File: src/rtl/sevenseg_pkg.sv
`default_nettype none
// ============================================================================
//  Module      : sevenseg_pkg
//  Description : Shared definitions for the seven-segment scan receiver.
//                Holds the active-high segment patterns (g..a) for the hex
//                digits and the blank pattern, the bit positions of each
//                segment in the cathode bus, and the frame FSM encoding.
//  Revision    : 1.0 - initial release
// ============================================================================
package sevenseg_pkg;

    // Active-high segment patterns, bit 6 = g ... bit 0 = a
    localparam logic [6:0] c_seg_0     = 7'h3F;
    localparam logic [6:0] c_seg_1     = 7'h06;
    localparam logic [6:0] c_seg_2     = 7'h5B;
    localparam logic [6:0] c_seg_3     = 7'h4F;
    localparam logic [6:0] c_seg_4     = 7'h66;
    localparam logic [6:0] c_seg_5     = 7'h6D;
    localparam logic [6:0] c_seg_6     = 7'h7D;
    localparam logic [6:0] c_seg_7     = 7'h07;
    localparam logic [6:0] c_seg_8     = 7'h7F;
    localparam logic [6:0] c_seg_9     = 7'h6F;
    localparam logic [6:0] c_seg_a     = 7'h77;
    localparam logic [6:0] c_seg_b     = 7'h7C;
    localparam logic [6:0] c_seg_c     = 7'h39;
    localparam logic [6:0] c_seg_d     = 7'h5E;
    localparam logic [6:0] c_seg_e     = 7'h79;
    localparam logic [6:0] c_seg_f     = 7'h71;
    localparam logic [6:0] c_seg_blank = 7'h00;

    // Bit positions on the cathode bus
    localparam int c_bit_ca = 0;
    localparam int c_bit_cb = 1;
    localparam int c_bit_cc = 2;
    localparam int c_bit_cd = 3;
    localparam int c_bit_ce = 4;
    localparam int c_bit_cf = 5;
    localparam int c_bit_cg = 6;
    localparam int c_bit_dp = 7;

    // Frame assembly FSM
    typedef enum logic [1:0] {
        st_idle  = 2'd0,
        st_scan  = 2'd1,
        st_stale = 2'd2
    } state_t;

endpackage
`default_nettype wire

File: src/rtl/sevenseg_pattern_decode.sv
`default_nettype none
// ============================================================================
//  Module      : sevenseg_pattern_decode
//  Description : Combinational decode of an active-high 7-segment pattern
//                (g..a) to a hex nibble. The all-off pattern reports blank
//                with nibble 0; any unknown pattern reports invalid with
//                nibble 0.
//  Ports       : pattern [6:0] in  - active-high segments, bit 0 = a
//                nibble  [3:0] out - decoded hex value
//                blank         out - no segment lit
//                invalid       out - pattern is not a hex digit or blank
//  Revision    : 1.0 - initial release
// ============================================================================
module sevenseg_pattern_decode
    import sevenseg_pkg::*;
(
    input  logic [6:0] pattern,
    output logic [3:0] nibble,
    output logic       blank,
    output logic       invalid
);

    always_comb begin
        nibble  = 4'h0;
        blank   = 1'b0;
        invalid = 1'b0;
        case (pattern)
            c_seg_0:     nibble = 4'h0;
            c_seg_1:     nibble = 4'h1;
            c_seg_2:     nibble = 4'h2;
            c_seg_3:     nibble = 4'h3;
            c_seg_4:     nibble = 4'h4;
            c_seg_5:     nibble = 4'h5;
            c_seg_6:     nibble = 4'h6;
            c_seg_7:     nibble = 4'h7;
            c_seg_8:     nibble = 4'h8;
            c_seg_9:     nibble = 4'h9;
            c_seg_a:     nibble = 4'hA;
            c_seg_b:     nibble = 4'hB;
            c_seg_c:     nibble = 4'hC;
            c_seg_d:     nibble = 4'hD;
            c_seg_e:     nibble = 4'hE;
            c_seg_f:     nibble = 4'hF;
            c_seg_blank: blank  = 1'b1;
            default:     invalid = 1'b1;
        endcase
    end

endmodule
`default_nettype wire

File: src/rtl/sevenseg_scan_decoder.sv
`default_nettype none
// ============================================================================
//  Module      : sevenseg_scan_decoder
//  Description : Receiver for a multiplexed, active-low seven-segment scan.
//                Debounces each anode/cathode pair, decodes captured digits
//                into a shadow frame buffer and publishes a complete frame
//                atomically once every slot has been seen after slot 0.
//  Ports       : clock, reset (async, active-low)
//                anode   [NUM_DIGITS-1:0] in  - active-low digit enables
//                cathode [7:0]            in  - active-low segments + DP
//                digits  [4*NUM_DIGITS-1:0] out - nibble per slot
//                dp / blank [NUM_DIGITS-1:0] out - per-slot flags
//                frame_done out - one-cycle publish pulse
//                frame_count [15:0] out - published frames, wrapping
//                seg_error out - sticky bad pattern / bad anode flag
//                stale out - no capture for TIMEOUT cycles
//  Revision    : 1.0 - initial release
// ============================================================================
module sevenseg_scan_decoder
    import sevenseg_pkg::*;
#(
    parameter int NUM_DIGITS = 8,
    parameter int SETTLE     = 4,
    parameter int TIMEOUT    = 2_000_000
) (
    input  logic                    clock,
    input  logic                    reset,
    input  logic [NUM_DIGITS-1:0]   anode,
    input  logic [7:0]              cathode,
    output logic [4*NUM_DIGITS-1:0] digits,
    output logic [NUM_DIGITS-1:0]   dp,
    output logic [NUM_DIGITS-1:0]   blank,
    output logic                    frame_done,
    output logic [15:0]             frame_count,
    output logic                    seg_error,
    output logic                    stale
);

    localparam int c_settle_w = $clog2(SETTLE + 1);
    localparam int c_tmo_w    = $clog2(TIMEOUT + 1);
    localparam logic [c_settle_w-1:0] c_settle_max  = c_settle_w'(SETTLE);
    localparam logic [c_settle_w-1:0] c_settle_last = c_settle_w'(SETTLE - 1);
    localparam logic [c_tmo_w-1:0]    c_tmo_max     = c_tmo_w'(TIMEOUT);

    // ------------------------------------------------------------------
    // Input registers and settle counter
    // ------------------------------------------------------------------
    logic [NUM_DIGITS-1:0] r_anode;
    logic [NUM_DIGITS-1:0] r_anode_prev;
    logic [7:0]            r_cathode;
    logic [7:0]            r_cathode_prev;
    logic [c_settle_w-1:0] r_settle;
    logic                  w_same;
    logic                  w_fire;

    assign w_same = (r_anode == r_anode_prev) && (r_cathode == r_cathode_prev);
    // Fires exactly once per stable pair: the count passes through
    // SETTLE-1 only once before it saturates at SETTLE.
    assign w_fire = w_same && (r_settle == c_settle_last);

    always_ff @(posedge clock or negedge reset) begin
        if (!reset) begin
            r_anode        <= '1;
            r_anode_prev   <= '1;
            r_cathode      <= '1;
            r_cathode_prev <= '1;
            r_settle       <= '0;
        end else begin
            r_anode        <= anode;
            r_cathode      <= cathode;
            r_anode_prev   <= r_anode;
            r_cathode_prev <= r_cathode;
            if (!w_same) begin
                r_settle <= '0;
            end else if (r_settle != c_settle_max) begin
                r_settle <= r_settle + 1'b1;
            end
        end
    end

    // ------------------------------------------------------------------
    // Capture classification and decode
    // ------------------------------------------------------------------
    logic [NUM_DIGITS-1:0] w_low;
    logic                  w_gap;
    logic                  w_multi;
    logic                  w_cap;
    logic                  w_slot0;
    logic [6:0]            w_pattern;
    logic [3:0]            w_nibble;
    logic                  w_blank;
    logic                  w_invalid;
    logic                  w_dp;

    assign w_low   = ~r_anode;
    assign w_gap   = ~|w_low;
    // More than one bit set: clearing the lowest set bit leaves something
    assign w_multi = |(w_low & (w_low - 1'b1));
    assign w_cap   = w_fire && !w_gap && !w_multi;
    assign w_slot0 = w_low[0];

    assign w_pattern = ~{r_cathode[c_bit_cg], r_cathode[c_bit_cf], r_cathode[c_bit_ce],
                         r_cathode[c_bit_cd], r_cathode[c_bit_cc], r_cathode[c_bit_cb],
                         r_cathode[c_bit_ca]};
    assign w_dp      = ~r_cathode[c_bit_dp];

    sevenseg_pattern_decode u_decode (
        .pattern (w_pattern),
        .nibble  (w_nibble),
        .blank   (w_blank),
        .invalid (w_invalid)
    );

    // ------------------------------------------------------------------
    // Frame FSM
    // ------------------------------------------------------------------
    state_t                r_state;
    state_t                w_state_next;
    logic [NUM_DIGITS-1:0] r_seen;
    logic [NUM_DIGITS-1:0] w_seen_next;
    logic [c_tmo_w-1:0]    r_tmo;
    logic                  w_accept;
    logic                  w_restart;
    logic                  w_publish;

    always_comb begin
        w_state_next = r_state;
        w_accept     = 1'b0;
        w_restart    = 1'b0;
        w_publish    = 1'b0;
        case (r_state)
            st_idle, st_stale: begin
                if (w_cap && w_slot0) begin
                    w_accept     = 1'b1;
                    w_restart    = 1'b1;
                    w_state_next = st_scan;
                end
            end
            st_scan: begin
                w_publish = &r_seen;
                if (w_cap) begin
                    w_accept  = 1'b1;
                    w_restart = w_slot0;
                end else if (r_tmo == c_tmo_max) begin
                    w_state_next = st_stale;
                end
            end
            default: w_state_next = st_idle;
        endcase
    end

    // Publish (if any) clears seen before the current capture is marked,
    // so a slot-0 capture on a publish cycle starts the next frame.
    always_comb begin
        w_seen_next = r_seen;
        if (w_publish || w_restart) begin
            w_seen_next = '0;
        end
        if (w_accept) begin
            w_seen_next = w_seen_next | w_low;
        end
    end

    always_ff @(posedge clock or negedge reset) begin
        if (!reset) begin
            r_state <= st_idle;
            r_seen  <= '0;
            r_tmo   <= '0;
        end else begin
            r_state <= w_state_next;
            r_seen  <= w_seen_next;
            if (w_cap) begin
                r_tmo <= '0;
            end else if (r_tmo != c_tmo_max) begin
                r_tmo <= r_tmo + 1'b1;
            end
        end
    end

    // ------------------------------------------------------------------
    // Shadow buffer and published outputs
    // ------------------------------------------------------------------
    logic [4*NUM_DIGITS-1:0] r_sh_digits;
    logic [NUM_DIGITS-1:0]   r_sh_dp;
    logic [NUM_DIGITS-1:0]   r_sh_blank;
    logic [4*NUM_DIGITS-1:0] r_digits;
    logic [NUM_DIGITS-1:0]   r_dp;
    logic [NUM_DIGITS-1:0]   r_blank;
    logic                    r_frame_done;
    logic [15:0]             r_frame_count;
    logic                    r_seg_error;

    always_ff @(posedge clock or negedge reset) begin
        if (!reset) begin
            r_sh_digits <= '0;
            r_sh_dp     <= '0;
            r_sh_blank  <= '1;
        end else if (w_accept) begin
            for (int i = 0; i < NUM_DIGITS; i++) begin
                if (w_low[i]) begin
                    r_sh_digits[4*i +: 4] <= w_nibble;
                    r_sh_dp[i]            <= w_dp;
                    r_sh_blank[i]         <= w_blank;
                end
            end
        end
    end

    always_ff @(posedge clock or negedge reset) begin
        if (!reset) begin
            r_digits      <= '0;
            r_dp          <= '0;
            r_blank       <= '1;
            r_frame_done  <= 1'b0;
            r_frame_count <= '0;
            r_seg_error   <= 1'b0;
        end else begin
            r_frame_done <= w_publish;
            if (w_publish) begin
                r_digits      <= r_sh_digits;
                r_dp          <= r_sh_dp;
                r_blank       <= r_sh_blank;
                r_frame_count <= r_frame_count + 16'd1;
            end
            if ((w_fire && w_multi) || (w_cap && w_invalid)) begin
                r_seg_error <= 1'b1;
            end
        end
    end

    assign digits      = r_digits;
    assign dp          = r_dp;
    assign blank       = r_blank;
    assign frame_done  = r_frame_done;
    assign frame_count = r_frame_count;
    assign seg_error   = r_seg_error;
    assign stale       = (r_state == st_stale);

endmodule
`default_nettype wire
File: config.mk
export PLATFORM = sky130hd
export DESIGN_NAME = sevenseg_scan_decoder
export DESIGN_NICKNAME = d
export VERILOG_FILES = /design/src/rtl/sevenseg_pkg.sv /design/src/rtl/sevenseg_pattern_decode.sv /design/src/rtl/sevenseg_scan_decoder.sv
export SDC_FILE = /design/constraint.sdc
export NUM_CORES = 1
export LEC_CHECK = 0
export ABC_AREA = 0
export BUFFER_PORTS_ARGS = -buffer_cell sky130_fd_sc_hd__buf_2
export CAP_MARGIN = 20
export CORE_MARGIN = 4
export CORE_UTILIZATION = 50
export CTS_BUF_LIST = sky130_fd_sc_hd__clkbuf_8
export CTS_CLUSTER_DIAMETER = 100
export DETAILED_ROUTE_END_ITERATION = 12
export HOLD_SLACK_MARGIN = 0.02
export PLACE_DENSITY = 0.76
export SETUP_SLACK_MARGIN = 0.3
export SYNTH_ARGS = -nofsm -noshare
export SYNTH_HDL_FRONTEND = slang
export SYNTH_SLANG_ARGS = --single-unit
export TNS_END_PERCENT = 30
File: constraint.sdc
create_clock -name clock -period 2.9 [get_ports clock]
set_input_delay 0.58 -clock clock [delete_from_list [all_inputs] [get_ports clock]]
set_output_delay 0.58 -clock clock [all_outputs]
set_load 0.01 [all_outputs]
# Yosys cells after proc, flatten, opt, wreduce, memory -nomap -nowiden
# Index checks and enable logic that the tools add are counted.
# W data, S select, Z words.
# totals
reg_bits	180
out_inout_bits	67
word_cells	121
# classes
mux	19
n_addsub	4
n_reduce_logical	27
bitwise	5
n_eq_ne	28
# op_table
operator	count
$eq A7 B7 Y1 const B	12
$pmux W4 S15	1
$mux W21	2
$add A21 B1 Y21 const B	1
$eq A21 B21 Y1 const B	1
$ne A21 B21 Y1 const B	1
$reduce_or A17 Y1	1
$add A16 B1 Y16 const B	1
$eq A8 B8 Y1	2
$mux W8	2
$reduce_and A2 Y1	8
$reduce_or A8 Y1	2
$eq A7 B3 Y1 const B	2
$eq A7 B6 Y1 const B	2
$and A8 B8 Y8	1
$not A8 Y8	1
$or A8 B8 Y8	1
$reduce_and A8 Y1	1
$sub A8 B1 Y8 const B	1
$logic_and A1 B1 Y1	7
$logic_not A7 Y1	1
$not A7 Y7	1
$mux W1	6
$mux W2	3
other kinds (17)	22

# Longest topological paths before layout
# Gate-level depths: netlist (run 1).
# depth
ltp_word	13
depth_mapped	8
ltp_nobuf	7

# Cells and area by module
# A second synthesis (run 1) with hierarchy kept.
# hier_totals
hier_cells	705
area_unflattened_um2	7895.1
# by_module_without_submodules
module	n_inst	cells_per_inst	area_per_inst_um2	seq_area_each_um2
sevenseg_scan_decoder	1	650	7517.2	4564.4
sevenseg_pattern_decode	1	55	377.9	0.0

# Worst setup path before layout (run 1)
# OpenSTA, ideal clock, no wires.
# synth_timing
path_type	register -> register
start	register r_anode[4]
end	register r_sh_digits[12]
path_stages_with_launch	8
setup_ps	125
arrival_time_ps	2423
required_time_ps	2775
setup_slack_ps	352
period_less_slack_ps	2548
path_cell_list	dfstp_2 > clkbuf_1 > xor2_1 > nor4_4 > nand4_4 > buf_6 > nor4_4 > mux2_4
# synth_between
elab_chain_cells	10
# synth_rtl
element	line_no	rtl
start, declared	sevenseg_scan_decoder.sv:48	logic [NUM_DIGITS-1:0] r_anode;
start signal, assigned	sevenseg_scan_decoder.sv:69	r_anode <= anode;
$not A8 Y8	sevenseg_scan_decoder.sv:95	assign w_low = ~r_anode;
$sub A8 B1 Y8	sevenseg_scan_decoder.sv:98	assign w_multi = |(w_low & (w_low - 1'b1));
$and A8 B8 Y8	sevenseg_scan_decoder.sv:98	
$reduce_or A8 Y1	sevenseg_scan_decoder.sv:98	
$logic_not A1 Y1	sevenseg_scan_decoder.sv:99	assign w_cap = w_fire && !w_gap && !w_multi;
$logic_and A1 B1 Y1 (*)	sevenseg_scan_decoder.sv:99	
$logic_and A1 B1 Y1	sevenseg_scan_decoder.sv:133	if (w_cap && w_slot0) begin
$mux W1	sevenseg_scan_decoder.sv:133	
$pmux W1 S2 (*)	sevenseg_scan_decoder.sv:131	case (r_state)
$reduce_and A2 Y1 (no line) (*)	-	
end signal, assigned by index	sevenseg_scan_decoder.sv:201	r_sh_digits[4*i +: 4] <= w_nibble;
end, declared	sevenseg_scan_decoder.sv:183	logic [4*NUM_DIGITS-1:0] r_sh_digits;
# Every way passes the cells marked *; elsewhere a longest branch is shown, timed or not.
# A chain may end at the register's enable or synchronous reset.

# Final worst setup path (run 1)
# layout_timing
start	register r_cathode[0]
end	register r_sh_digits[2]
# layout_between
elab_chain_cells	9
# layout_rtl
element	line_no	rtl
start, declared	sevenseg_scan_decoder.sv:50	logic [7:0] r_cathode;
start signal, assigned	sevenseg_scan_decoder.sv:70	r_cathode <= cathode;
$eq A8 B8 Y1	sevenseg_scan_decoder.sv:56	assign w_same = (r_anode == r_anode_prev) && (r_cathode == r_cathode_prev);
$logic_and A1 B1 Y1	sevenseg_scan_decoder.sv:56	
$logic_and A1 B1 Y1	sevenseg_scan_decoder.sv:59	assign w_fire = w_same && (r_settle == c_settle_last);
$logic_and A1 B1 Y1 (2 in series)	sevenseg_scan_decoder.sv:99	
$logic_and A1 B1 Y1	sevenseg_scan_decoder.sv:133	
$mux W1	sevenseg_scan_decoder.sv:133	
$pmux W1 S2	sevenseg_scan_decoder.sv:131	
$reduce_and A2 Y1 (no line)	-	
# Several ways; a longest one is shown, not always the timed one.

==> key figures, run 1 <==
Synth
  • Cell accounting for the most synthesized area: dfrtp_1
  • Most common cell in the synthesized netlist: nand2_1
  • Fraction of synthesized cell area taken by the top area cell type: 42.2%
  • Average cell area after synthesis: 11.5 um^2
  • Ys flop type: dfrtp_1
  • Net count after synthesis: 707
  • Area of the mapped netlist: 7830 um^2
  • Number of synthesized flops with an enable pin: 0
  • Proportion of register bits with asynchronous set or reset after synthesis: 100%
  • Most instantiated cells after synthesis: nand2_1 (158), dfrtp_1 (132), dfstp_2 (48)
  • Distinct cell type count of the synthesized netlist: 55
  • Post-synthesis instance total: 683
  • Yosys reg bits: 180
  • Portion of the post-synthesis area used by sequential elements: 58.3%
  • Ranking of synthesized cells by area: dfrtp_1 (42%), dfstp_2 (16%), nand2_1 (7.6%)
  • Ys Warns: 0

Hold path
  • Class of the most critical hold timing path: input pin to asynchronous set/reset pin

STA
  • Tightest Pin Transition: 0.871 ns
  • Final critical-path share of the clock period: 87.7%
  • Endpoints failing hold: 0
  • Worst setup skew after layout: 0.0140 ns
  • Slew HR: 41.9%
  • Crit path time final: 2.54 ns
  • Post-route worst hold slack: 0.120 ns
  • Final TNS setup: 0 ns
  • Worst Setup Slack, final: 0.356 ns
  • Total of endpoints with negative setup slack in the final report: 0
  • RSZ-0062 raised after global routing: true
  • Number of slew-limit violations in the final report: 0
  • Maximum operating frequency: 0.393 GHz

Global routing
  • Wire length of the first global-routing pass: 27200 um
  • Number of global-route vias before repair: 5470
  • Total overflow reported by the global router: 0
  • GRT Total Usage: 18.9%
  • Maximum number of pins on one net before global-route repair: 71
  • Number of antenna violations at the first check in global routing: 0

Worst setup path
  • Launching element type of the critical path: flop
  • Critical register-to-register path startpoint: r_cathode[0]
  • Worst flop-to-flop path endpoint: r_sh_digits[2]
  • Element type at the critical path end: flop
  • Maximum fanout along the worst path: 18
  • Length in cells of the worst reg-to-reg path: 7
  • Type of the setup path with the least slack: flop to flop
  • Arr. time, crit path: 2.89 ns
  • Flop2flop setup slack: 0.36 ns
  • Required time of the worst setup path: 3.24 ns

Drt
  • Met3 layer wire length in the routed design: 626 um
  • Antenna Nets Post-Route: 0
  • Top routing layer in use: met4
  • Average wire per standard cell: 15.8 um
  • Wirelength, routed: 15900 um
  • Via count of the routed design: 5300
  • Total iterations of the first detailed-routing run: 5
  • DR vias/cell: 5.27
  • DRC violations left: 0
  • DRC violation total after the first TritonRoute iteration: 310
  • Wire length the detailed router placed on met1: 7250 um
  • Met2 Wirelength: 7700 um

Power
  • Combinational share of power: 3.9%
  • Total power per unit cell area: 473 nW/um^2
  • Internal power: 3210 uW
  • Max IR drop VDD: 390 uV
  • Seq pwr share: 61.0%
  • Switching power summed over all nets: 1020 uW
  • Share of power burned in the clock network: 35.1%
  • Cell leakage power: 0.00439 uW
  • Switching part of the total: 24.2%

Clock tree
  • Root Driver: clkbuf_8
  • Post_cts resized: 0
  • Clock sink count: 180
  • H-tree depth: 4
  • Clock latency at the later pin of the worst-skew pair: 0.46 ns
  • Max Root-Sink Buffers: 2
  • Clock-pin slew of the registers on the worst-case setup and hold paths: 0.08 ns
  • CTS tree: built
  • CTS Buf Count: 17

Placement
  • Worst setup timing slack at the placement stage: 0.218 ns
  • HPWL reported at the end of detailed placement: 11100 um
  • Count of port buffers added during placement: 84
  • Gpl congestion: 0.827

Layout
  • Synth-to-layout area growth: 14.3%
  • Diodes inserted: 0
  • Post-layout utilization of the core: 58.7%
  • Fraction of final layout cells with drive strength greater than 1: 31.2%
  • Nets@finish: 806

Die
  • Die height: 133 um
  • Chip width: 133 um
  • Standard-cell rows: 45
  • Floorplan Core Area: 15300 um^2
  • Area enclosed by the die boundary: 17700 um^2
  • I/O pins: 85
  • Initial core utilization: 51.3%

Job
  • Number of maximum-capacitance constraint violations: 0

Outcome
  • Status: finished clean
## registers in the layout, summed over array words and instances (netlist names), 2 cells and up
register        cells
r_anode             8
r_settle            3
blank               8
r_sh_blank          8
digits             32
dp                  8
r_seen              8
frame_count        16
r_cathode_prev      8
r_tmo              21
r_state             2
r_sh_dp             8
r_cathode           8
r_anode_prev        8
r_sh_digits        32
## layout by cell type (no fill, tap or decap), types with 4 or more instances in the layout
cell type,synthesis,layout
a21oi_1,6,6
and3_1,7,7
and4_1,6,6
buf_2,4,83
buf_4,0,27
clkbuf_8,0,18
clkinv_4,0,4
dfrtp_1,132,132
dfstp_2,48,48
ha_1,6,6
inv_1,18,22
mux2_2,26,26
mux2_4,15,15
mux2i_1,10,10
nand2_1,158,158
nand3_1,19,19
nand3b_1,4,4
nand4_1,12,12
nand4b_1,4,4
nor2_1,33,33
nor3_1,12,10
nor4_1,5,5
nor4_4,9,9
o21ai_0,12,12
o21bai_1,7,7
or3_1,9,9
xnor2_1,28,28
xor2_1,24,24
## logic make-up (layout without fill, tap and decap cells)
family          Yosys count  in the layout  synth area share [%]
simple gates            295            295                  20.1
flops                   180            180                  58.3
xor+xnor                 53             53                  6.02
buf+inv                  53            165                  2.89
mux                      51             51                  7.89
compound gates           43             43                  3.66
fa+ha+maj                 8              8                  1.21
## worst max-delay path by stage
stage	depth (start not counted)	slack, ns	startpoint	end
global placement	6	0.28	r_cathode[0]	r_sh_digits[18]
floorplan	7	0.35	r_anode[4]	r_sh_digits[12]
detailed placement	6	0.22	r_cathode[4]	r_sh_digits[18]
global route	8	0.20	r_cathode[4]	r_sh_dp[0]
CTS	6	0.27	r_cathode[4]	r_sh_digits[5]
finish	7	0.36	r_cathode[0]	r_sh_digits[2]
## critical path, stage by stage, from the launching register on
cell and delay [ns]:
dfstp_2 0.71, xor2_1 0.15, nor4_4 0.33, nand4_4 0.22, buf_4 0.22, nor4b_4 0.26, buf_4 0.20, mux2_2 0.35
## per-layer routing
layer,up-vias,track usage [%]
met5,-,0
met4,0,7.03
met3,28,4.12
met2,118,30.6
met1,2654,25.3
li1,2500,-
## per-stage QoR
stage / power, uW / std cells / instance area, um^2
6_report: 4240 / 1006 / 8960
5_1_grt: 4410 / 1006 / 8960
4_1_cts: 4290 / 999 / 8900
3_5_place_dp: 2800 / 964 / 8540
3_3_place_gp: 2790 / 963 / 8530
2_1_floorplan: 2710 / 683 / 7830
## timing repair
action,in CTS,in global routing
endpoints found under the setup margin,23,59
hold buffers,0,0
buffers inserted,3,7
cloned,0,0
pin swaps,3,4
## area by class of cell
class,instances,area [um^2]
clock buffer,18,248
timing repair buffer,113,661
tap,211,264
clock inverter,14,91.3
fill,1263,6300
multi-input combinational,450,3050
inverter,20,75.1
sequential,180,4560
## power groups by stage
stage / Clock (uW) / Combinational [uW] / Sequential (uW)
floorplan: 0 / 93.9 / 2610
finish: 1490 / 163 / 2590
detailed placement: 0 / 168 / 2630
global route: 1640 / 184 / 2590
CTS: 1540 / 168 / 2590
global placement: 0 / 163 / 2630
(Power assumes the default switching activity.)
==> run 2: changes to the inputs <==
Settings changed: PLACE_DENSITY 0.76 to 0.78.
Clock period 2.9 ns to 2.3 ns, I/O delays scaled along.
==> run 2 against run 1 <==
Net effect: the run now ends with setup timing left; cell count is 4.0% higher; via count is 3.5% higher; setup slack worse by 0.43 ns; largest cell class unchanged; clock power is 42% higher; critical path type unchanged.
==> key figures, run 2 (synthesis gave the netlist of run 1 again) <==
Outcome
  • Status: finished with violations (was finished clean)
  • Violated checks: setup timing

Worst setup path
  • Maximum fanout along the worst path: 9 (was 18)
  • Required time of the worst setup path: 2.65 ns (was 3.24 ns)
  • Flop2flop setup slack: -0.07 ns (was 0.36 ns)
  • Origin of the worst setup path: r_anode[2] (was r_cathode[0])
  • Buffer and inverter count on the worst path: 1 (was 2)
  • Type of the setup path with the least slack: flop to flop (unchanged)
  • Length in cells of the worst reg-to-reg path: 6 (was 7)
  • Crit path cell chain: maj3_1 -> a21oi_2 -> or3_4 -> nor4_4 -> buf_6 -> mux2_4 (was xor2_1 -> nor4_4 -> nand4_4 -> buf_4 -> nor4b_4 -> buf_4 -> mux2_2)
  • Worst flop-to-flop path endpoint: r_sh_digits[7] (was r_sh_digits[2])
  • Path length in cells of the critical path: 6 (was 7)
  • Critical register-to-register path startpoint: r_anode[2] (was r_cathode[0])
  • Launching element type of the critical path: flop (unchanged)
  • Family of cells with the greatest summed delay on the critical path: simple AND/OR/NAND/NOR gates (unchanged)
  • Crit path largest cell delay: 0.64 ns (was 0.71 ns)
  • Worst setup path end: r_sh_digits[7] (was r_sh_digits[2])
  • Arr. time, crit path: 2.73 ns (was 2.89 ns)
  • Cell with the largest stage delay on the worst path: dfstp_2 (unchanged)
  • Element type at the critical path end: flop (unchanged)

Die
  • Floorplan Core Area: 15300 um^2 (unchanged)
  • Die height: 133 um (unchanged)
  • Chip width: 133 um (unchanged)
  • I/O pins: 85 (unchanged)
  • Area enclosed by the die boundary: 17700 um^2 (unchanged)
  • Standard-cell rows: 45 (unchanged)
  • Initial core utilization: 51.3% (unchanged)

Drt
  • DR vias/cell: 5.24 (was 5.27)
  • Average wire per standard cell: 16.5 um (was 15.8 um)
  • Wirelength, routed: 17200 um (was 15900 um)
  • DRC violations left: 0 (unchanged)
  • Total iterations of the first detailed-routing run: 5 (unchanged)
  • DRC violation total after the first TritonRoute iteration: 371 (was 310)
  • Antenna Nets Post-Route: 0 (unchanged)
  • Via count of the routed design: 5486 (was 5300)

Placement
  • HPWL reported at the end of detailed placement: 10600 um (was 11100 um)
  • Gpl congestion: 0.822 (was 0.827)
  • Area post-placement: 8750 um^2 (was 8540 um^2)
  • Post-Place Cells: 981 (was 964)
  • Count of port buffers added during placement: 84 (unchanged)

STA
  • Crit path time final: 2.37 ns (was 2.54 ns)
  • Worst setup skew after layout: 0.0155 ns (was 0.0140 ns)
  • RSZ-0062 raised after global routing: true (unchanged)
  • Final critical-path share of the clock period: 103% (was 87.7%)
  • Total of endpoints with negative setup slack in the final report: 26 (was 0)
  • Tightest Pin Transition: 0.561 ns (was 0.871 ns)
  • Slew HR: 62.6% (was 41.9%)
  • Endpoints failing hold: 0 (unchanged)
  • Final TNS setup: -0.696 ns (was 0 ns)
  • Maximum operating frequency: 0.421 GHz (was 0.393 GHz)
  • Worst Setup Slack, final: -0.0747 ns (was 0.356 ns)
  • Number of slew-limit violations in the final report: 0 (unchanged)

Global routing
  • Maximum number of pins on one net before global-route repair: 69 (was 71)
  • Total overflow reported by the global router: 0 (unchanged)
  • Wire length of the first global-routing pass: 28000 um (was 27200 um)
  • GRT Total Usage: 19.6% (was 18.9%)
  • Number of global-route vias before repair: 5487 (was 5470)
  • Number of antenna violations at the first check in global routing: 0 (unchanged)

Layout
  • Synth-to-layout area growth: 24.4% (was 14.3%)
  • Diodes inserted: 0 (unchanged)
  • Most common library cell in the layout ignoring fill and taps: nand2_1 (unchanged)
  • Nets@finish: 846 (was 806)
  • Fraction of final layout cells with drive strength greater than 1: 37.7% (was 31.2%)
  • Commonest cells after routing, fill and taps aside: nand2_1 (158), dfrtp_1 (132), buf_2 (83), dfstp_2 (48), buf_4 (43) (was nand2_1 (158), dfrtp_1 (132), buf_2 (83), dfstp_2 (48), nor2_1 (33))
  • Area of all placed cells without fillers: 9750 um^2 (was 8960 um^2)
  • Final instance count without filler cells: 1046 (was 1006)

Clock tree
  • Max Root-Sink Buffers: 2 (unchanged)
  • CTS tree: built (unchanged)
  • Clock-pin slew of the registers on the worst-case setup and hold paths: 0.11 ns (was 0.08 ns)
  • H-tree depth: 4 (unchanged)
  • CTS Buf Count: 17 (unchanged)
  • Clock sink count: 180 (unchanged)
  • Clock latency at the later pin of the worst-skew pair: 0.47 ns (was 0.46 ns)
  • Root Driver: clkbuf_8 (unchanged)

Hold path
  • Class of the most critical hold timing path: input pin to flop (was input pin to asynchronous set/reset pin)

Job
  • Number of maximum-capacitance constraint violations: 0 (unchanged)

Power
  • Cell leakage power: 0.00475 uW (was 0.00439 uW)
  • Max IR drop VDD: 920 uV (was 390 uV)
  • Total power per unit cell area: 581 nW/um^2 (was 473 nW/um^2)
run 2: cell type report:
| cell class | instances | area (um^2) |
|---|---|---|
| inverters | 20 | 75.1 |
| repair buffers | 153 | 1130 |
| clock buffers | 17 | 234 |
| clock inverters | 15 | 158 |
| well taps | 211 | 264 |
| multi-input cells | 450 | 3320 |
| flip-flops and latches | 180 | 4560 |
| fillers | 1150 | 5510 |
run 2: worst register-to-register path: cells and delay by family (launching register included):
| family | cells | cell delay, ns |
|---|---|---|
| DFF | 1 | 0.64 |
| and+or+nand+nor | 2 | 0.75 |
| AOI/OAI and AO/OA | 1 | 0.13 |
| muxes | 1 | 0.31 |
| buffers and inverters | 1 | 0.19 |
| adders and majority gates | 1 | 0.23 |
run 2: where the power goes:
group | switching, uW | total, uW | internal, uW
sequential | 33.2 | 3250 | 3220
clock | 1300 | 2120 | 822
combinational | 178 | 288 | 110
total | 1510 | 5660 | 4150
run 2: metal layers:
layer | part of all wire, % | global-route usage, % | vias up
met5 | 0 | 0 | -
met3 | 3.8 | 3.70 | 27
met4 | 2.1 | 8.69 | 0
met1 | 44 | 27.0 | 2755
met2 | 50 | 30.7 | 127
li1 | - | - | 2577
run 2: per-stage QoR:
stage / hold WS (ns) / setup WS (ns) / utilization [%] / power [uW]
after detailed placement: 0.369 / -0.0464 / 57.3 / 3550
after CTS: 0.0396 / 0.0180 / 62.4 / 5690
final: 0.0762 / -0.0747 / 63.9 / 5660
after floorplan: 0.164 / -0.0264 / - / 3420
after global routing: 0.0421 / -0.160 / 63.9 / 5880
after global placement: 0.362 / 0.0197 / 57.3 / 3540
run 2: worst min-delay path by stage:
stage,start,to,slack (ns),cells after the start
3_5_place_dp,reset,digits[5],0.37,1
4_1_cts,cathode[1],r_cathode[1],0.04,1
6_report,anode[7],r_anode[7],0.08,1
5_1_grt,cathode[1],r_cathode[1],0.04,1
3_3_place_gp,reset,digits[5],0.36,1
2_1_floorplan,reset,digits[0],0.16,0
run 2: timing repair:
action / CTS / global route
endpoints found under the setup margin: 143 / 98
setup buffers: 23 / 8
endpoints found under the hold margin: 18 / 0
resized for setup: 34 / 36
hold buffers: 1 / 0
pin swaps: 13 / 8
gates cloned: 1 / 0
==> run 3: changes to the inputs <==
Settings changed: CORE_UTILIZATION 50 to 55, PLACE_DENSITY 0.78 to 0.84.
==> run 3 against run 2 <==
Net effect: sequential power about the same; sequential share of layout area about the same; critical path depth up 3; clock-buffer cell count unchanged; worst hold slack better by 0.0023 ns; cell count down 3.3%; via count up 3.4%; the flow still finishes with violations (setup timing); critical path type unchanged; wire length up 7.4%; maximum frequency down 0.10%; register-to-register slack about the same; clock skew up 0.0040 ns; setup slack worse by 0.0024 ns.
==> key figures, run 3 (synthesis gave the netlist of run 1 again) <==
Layout
  • Commonest cells after routing, fill and taps aside: nand2_1 (158), dfrtp_1 (132), buf_2 (83), dfstp_2 (48), mux2_4 (39) (was nand2_1 (158), dfrtp_1 (132), buf_2 (83), dfstp_2 (48), buf_4 (43))
  • Fraction of final layout cells with drive strength greater than 1: 38.4% (was 37.7%)
  • Final instance count without filler cells: 1011 (was 1046)
  • Nets@finish: 842 (was 846)
  • Most common library cell in the layout ignoring fill and taps: nand2_1 (unchanged)
  • Synth-to-layout area growth: 24.3% (was 24.4%)
  • Diodes inserted: 0 (unchanged)

Worst setup path
  • Length in cells of the worst reg-to-reg path: 9 (was 6)
  • Critical register-to-register path startpoint: r_anode[3] (was r_anode[2])
  • Crit path cell chain: nand4_1 -> buf_4 -> buf_4 -> a21oi_2 -> nor3_2 -> buf_4 -> nor4_4 -> buf_6 -> mux2_4 (was maj3_1 -> a21oi_2 -> or3_4 -> nor4_4 -> buf_6 -> mux2_4)
  • Required time of the worst setup path: 2.65 ns (about the same)
  • Type of the setup path with the least slack: flop to flop (unchanged)
  • Launching element type of the critical path: flop (unchanged)
  • Crit path largest cell delay: 0.62 ns (was 0.64 ns)
  • Maximum fanout along the worst path: 7 (was 9)
  • Element type at the critical path end: flop (unchanged)
  • Worst flop-to-flop path endpoint: r_sh_digits[7] (unchanged)
  • Arr. time, crit path: 2.73 ns (about the same)
  • Critical path's most frequent cell: buf_4
  • Flop2flop setup slack: -0.08 ns (was -0.07 ns)
  • Cell with the largest stage delay on the worst path: dfstp_2 (unchanged)

Job
  • Number of maximum-capacitance constraint violations: 0 (unchanged)

Global routing
  • Number of global-route vias before repair: 5855 (was 5487)
  • Total overflow reported by the global router: 0 (unchanged)
  • Maximum number of pins on one net before global-route repair: 67 (was 69)
  • Wire length of the first global-routing pass: 28800 um (was 28000 um)
  • Number of antenna violations at the first check in global routing: 0 (unchanged)
  • GRT Total Usage: 22.3% (was 19.6%)

STA
  • Endpoints failing hold: 0 (unchanged)
  • RSZ-0062 raised after global routing: true (unchanged)
  • Slew HR: 41.7% (was 62.6%)
  • Crit path time final: 2.38 ns (was 2.37 ns)
  • Number of slew-limit violations in the final report: 0 (unchanged)
  • Worst Setup Slack, final: -0.0772 ns (was -0.0747 ns)
  • Final critical-path share of the clock period: 103% (about the same)
  • Worst setup skew after layout: 0.0196 ns (was 0.0155 ns)
  • Final TNS setup: -0.707 ns (was -0.696 ns)
  • Total of endpoints with negative setup slack in the final report: 22 (was 26)
  • Tightest Pin Transition: 0.875 ns (was 0.561 ns)
  • Maximum operating frequency: 0.421 GHz (about the same)
  • Post-route worst hold slack: 0.0784 ns (was 0.0762 ns)

Hold path
  • Launch instance of the worst min-delay path: cathode[3] (was anode[7])
  • Destination of the worst hold path: r_cathode[3] (was r_anode[7])
  • Class of the most critical hold timing path: input pin to flop (unchanged)
  • Cell depth of the worst hold path: 1 (unchanged)

Outcome
  • Status: finished with violations (unchanged)
  • Violated checks: setup timing (unchanged)

Power
  • Cell leakage power: 0.00470 uW (was 0.00475 uW)
  • Switching part of the total: 24.6% (was 26.7%)
  • Max IR drop VDD: 482 uV (was 920 uV)
  • Internal power: 4310 uW (was 4150 uW)
  • Combinational share of power: 4.8% (was 5.1%)
  • Share of power burned in the clock network: 38.4% (was 37.5%)
  • Overall power consumption: 5710 uW (was 5660 uW)
  • Switching power summed over all nets: 1400 uW (was 1510 uW)
  • Total power per unit cell area: 587 nW/um^2 (was 581 nW/um^2)
  • Seq pwr share: 56.8% (was 57.4%)

Die
  • Die height: 127 um (was 133 um)
  • Standard-cell rows: 43 (was 45)
  • Floorplan Core Area: 13900 um^2 (was 15300 um^2)
  • Chip width: 127 um (was 133 um)
  • Area enclosed by the die boundary: 16200 um^2 (was 17700 um^2)
  • I/O pins: 85 (unchanged)
  • Initial core utilization: 56.2% (was 51.3%)

Placement
  • Gpl congestion: 0.868 (was 0.822)
  • Post-Place Cells: 949 (was 981)
  • HPWL reported at the end of detailed placement: 11400 um (was 10600 um)
  • Count of port buffers added during placement: 84 (unchanged)
  • Worst setup timing slack at the placement stage: -0.0871 ns (was -0.0464 ns)

Drt
  • Total iterations of the first detailed-routing run: 5 (unchanged)
  • DRC violations left: 0 (unchanged)
  • Wirelength, routed: 18500 um (was 17200 um)
  • Antenna Nets Post-Route: 0 (unchanged)
  • DRC violation total after the first TritonRoute iteration: 469 (was 371)
  • Average wire per standard cell: 18.3 um (was 16.5 um)
  • Via count of the routed design: 5673 (was 5486)
  • DR vias/cell: 5.61 (was 5.24)

Clock tree
  • CTS tree: built (unchanged)
  • Clock-pin slew of the registers on the worst-case setup and hold paths: 0.09 ns (was 0.11 ns)
  • Clock sink count: 180 (unchanged)
  • CTS Buf Count: 17 (unchanged)
  • H-tree depth: 4 (unchanged)
  • Root Driver: clkbuf_8 (unchanged)
  • Max Root-Sink Buffers: 2 (unchanged)
  • Clock latency at the later pin of the worst-skew pair: 0.48 ns (was 0.47 ns)
==> run 3: changes by cell type in the layout (fill, tap and decap cells not counted), sizes merged <==
cell	previous run	this run
clkbuf	17	19
bufinv	0	2
clkinvlp	0	2
inv	30	26
buf	152	146
==> run 3: power groups by stage <==
stage / combinational (uW) / sequential [uW] / clock, uW
4_1_cts: 272 / 3240 / 2220
2_1_floorplan: 123 / 3290 / 0
3_5_place_dp: 239 / 3310 / 0
5_1_grt: 305 / 3250 / 2350
6_report: 276 / 3250 / 2190
3_3_place_gp: 230 / 3300 / 0
==> run 3: critical path, delay by kind of cell, from the launching register on <==
family	cells	cell delay [ns]
AOI/OAI and AO/OA	1	0.12
buffers and inverters	4	0.66
DFF	1	0.62
muxes	1	0.30
and+or+nand+nor	3	0.56
==> run 3: worst max path at each step <==
stage                       from              end  slack, ns  cells past startpoint
global placement      r_anode[3]  r_sh_digits[29]      -0.03                      6
global route          r_anode[0]   r_sh_digits[7]      -0.15                      9
floorplan           r_cathode[6]  r_sh_digits[12]      -0.03                      7
detailed placement    r_anode[3]  r_sh_digits[29]      -0.09                      6
CTS                   r_anode[6]   r_sh_digits[7]       0.02                      7
finish                r_anode[3]   r_sh_digits[7]      -0.08                      9
==> run 3: layout make-up <==
cell class,count,area [um^2]
multi-input combinational,450,3340
clock buffer,17,234
sequential,180,4560
clock inverter,15,169
inverter,20,75.1
timing repair buffer,149,1130
tap,180,225
fill,894,4200
==> run 3: what timing repair did <==
item | in CTS | in global routing
endpoints found under the hold margin | 33 | 0
resized for setup | 26 | 72
hold buffers | 1 | 0
setup endpoints to repair | 143 | 145
setup buffers | 18 | 7
gates cloned | 0 | 4
pin swaps | 13 | 24
==> run 3: per-stage QoR <==
step / util (%) / area [um^2]
2_1_floorplan: - / 7880
3_3_place_gp: 62.1 / 8650
3_5_place_dp: 62.1 / 8650
4_1_cts: 67.1 / 9350
5_1_grt: 69.9 / 9740
6_report: 69.9 / 9740
==> run 3: routing by layer <==
metal	part of all wire, %	routed length (um)	track usage [%]	vias to the layer above
met5	0	0	0	-
met4	2.4	444	8.08	0
met3	4.6	852	4.68	40
met2	52	9570	37.7	160
met1	41	7630	28.4	2904
li1	-	-	-	2569
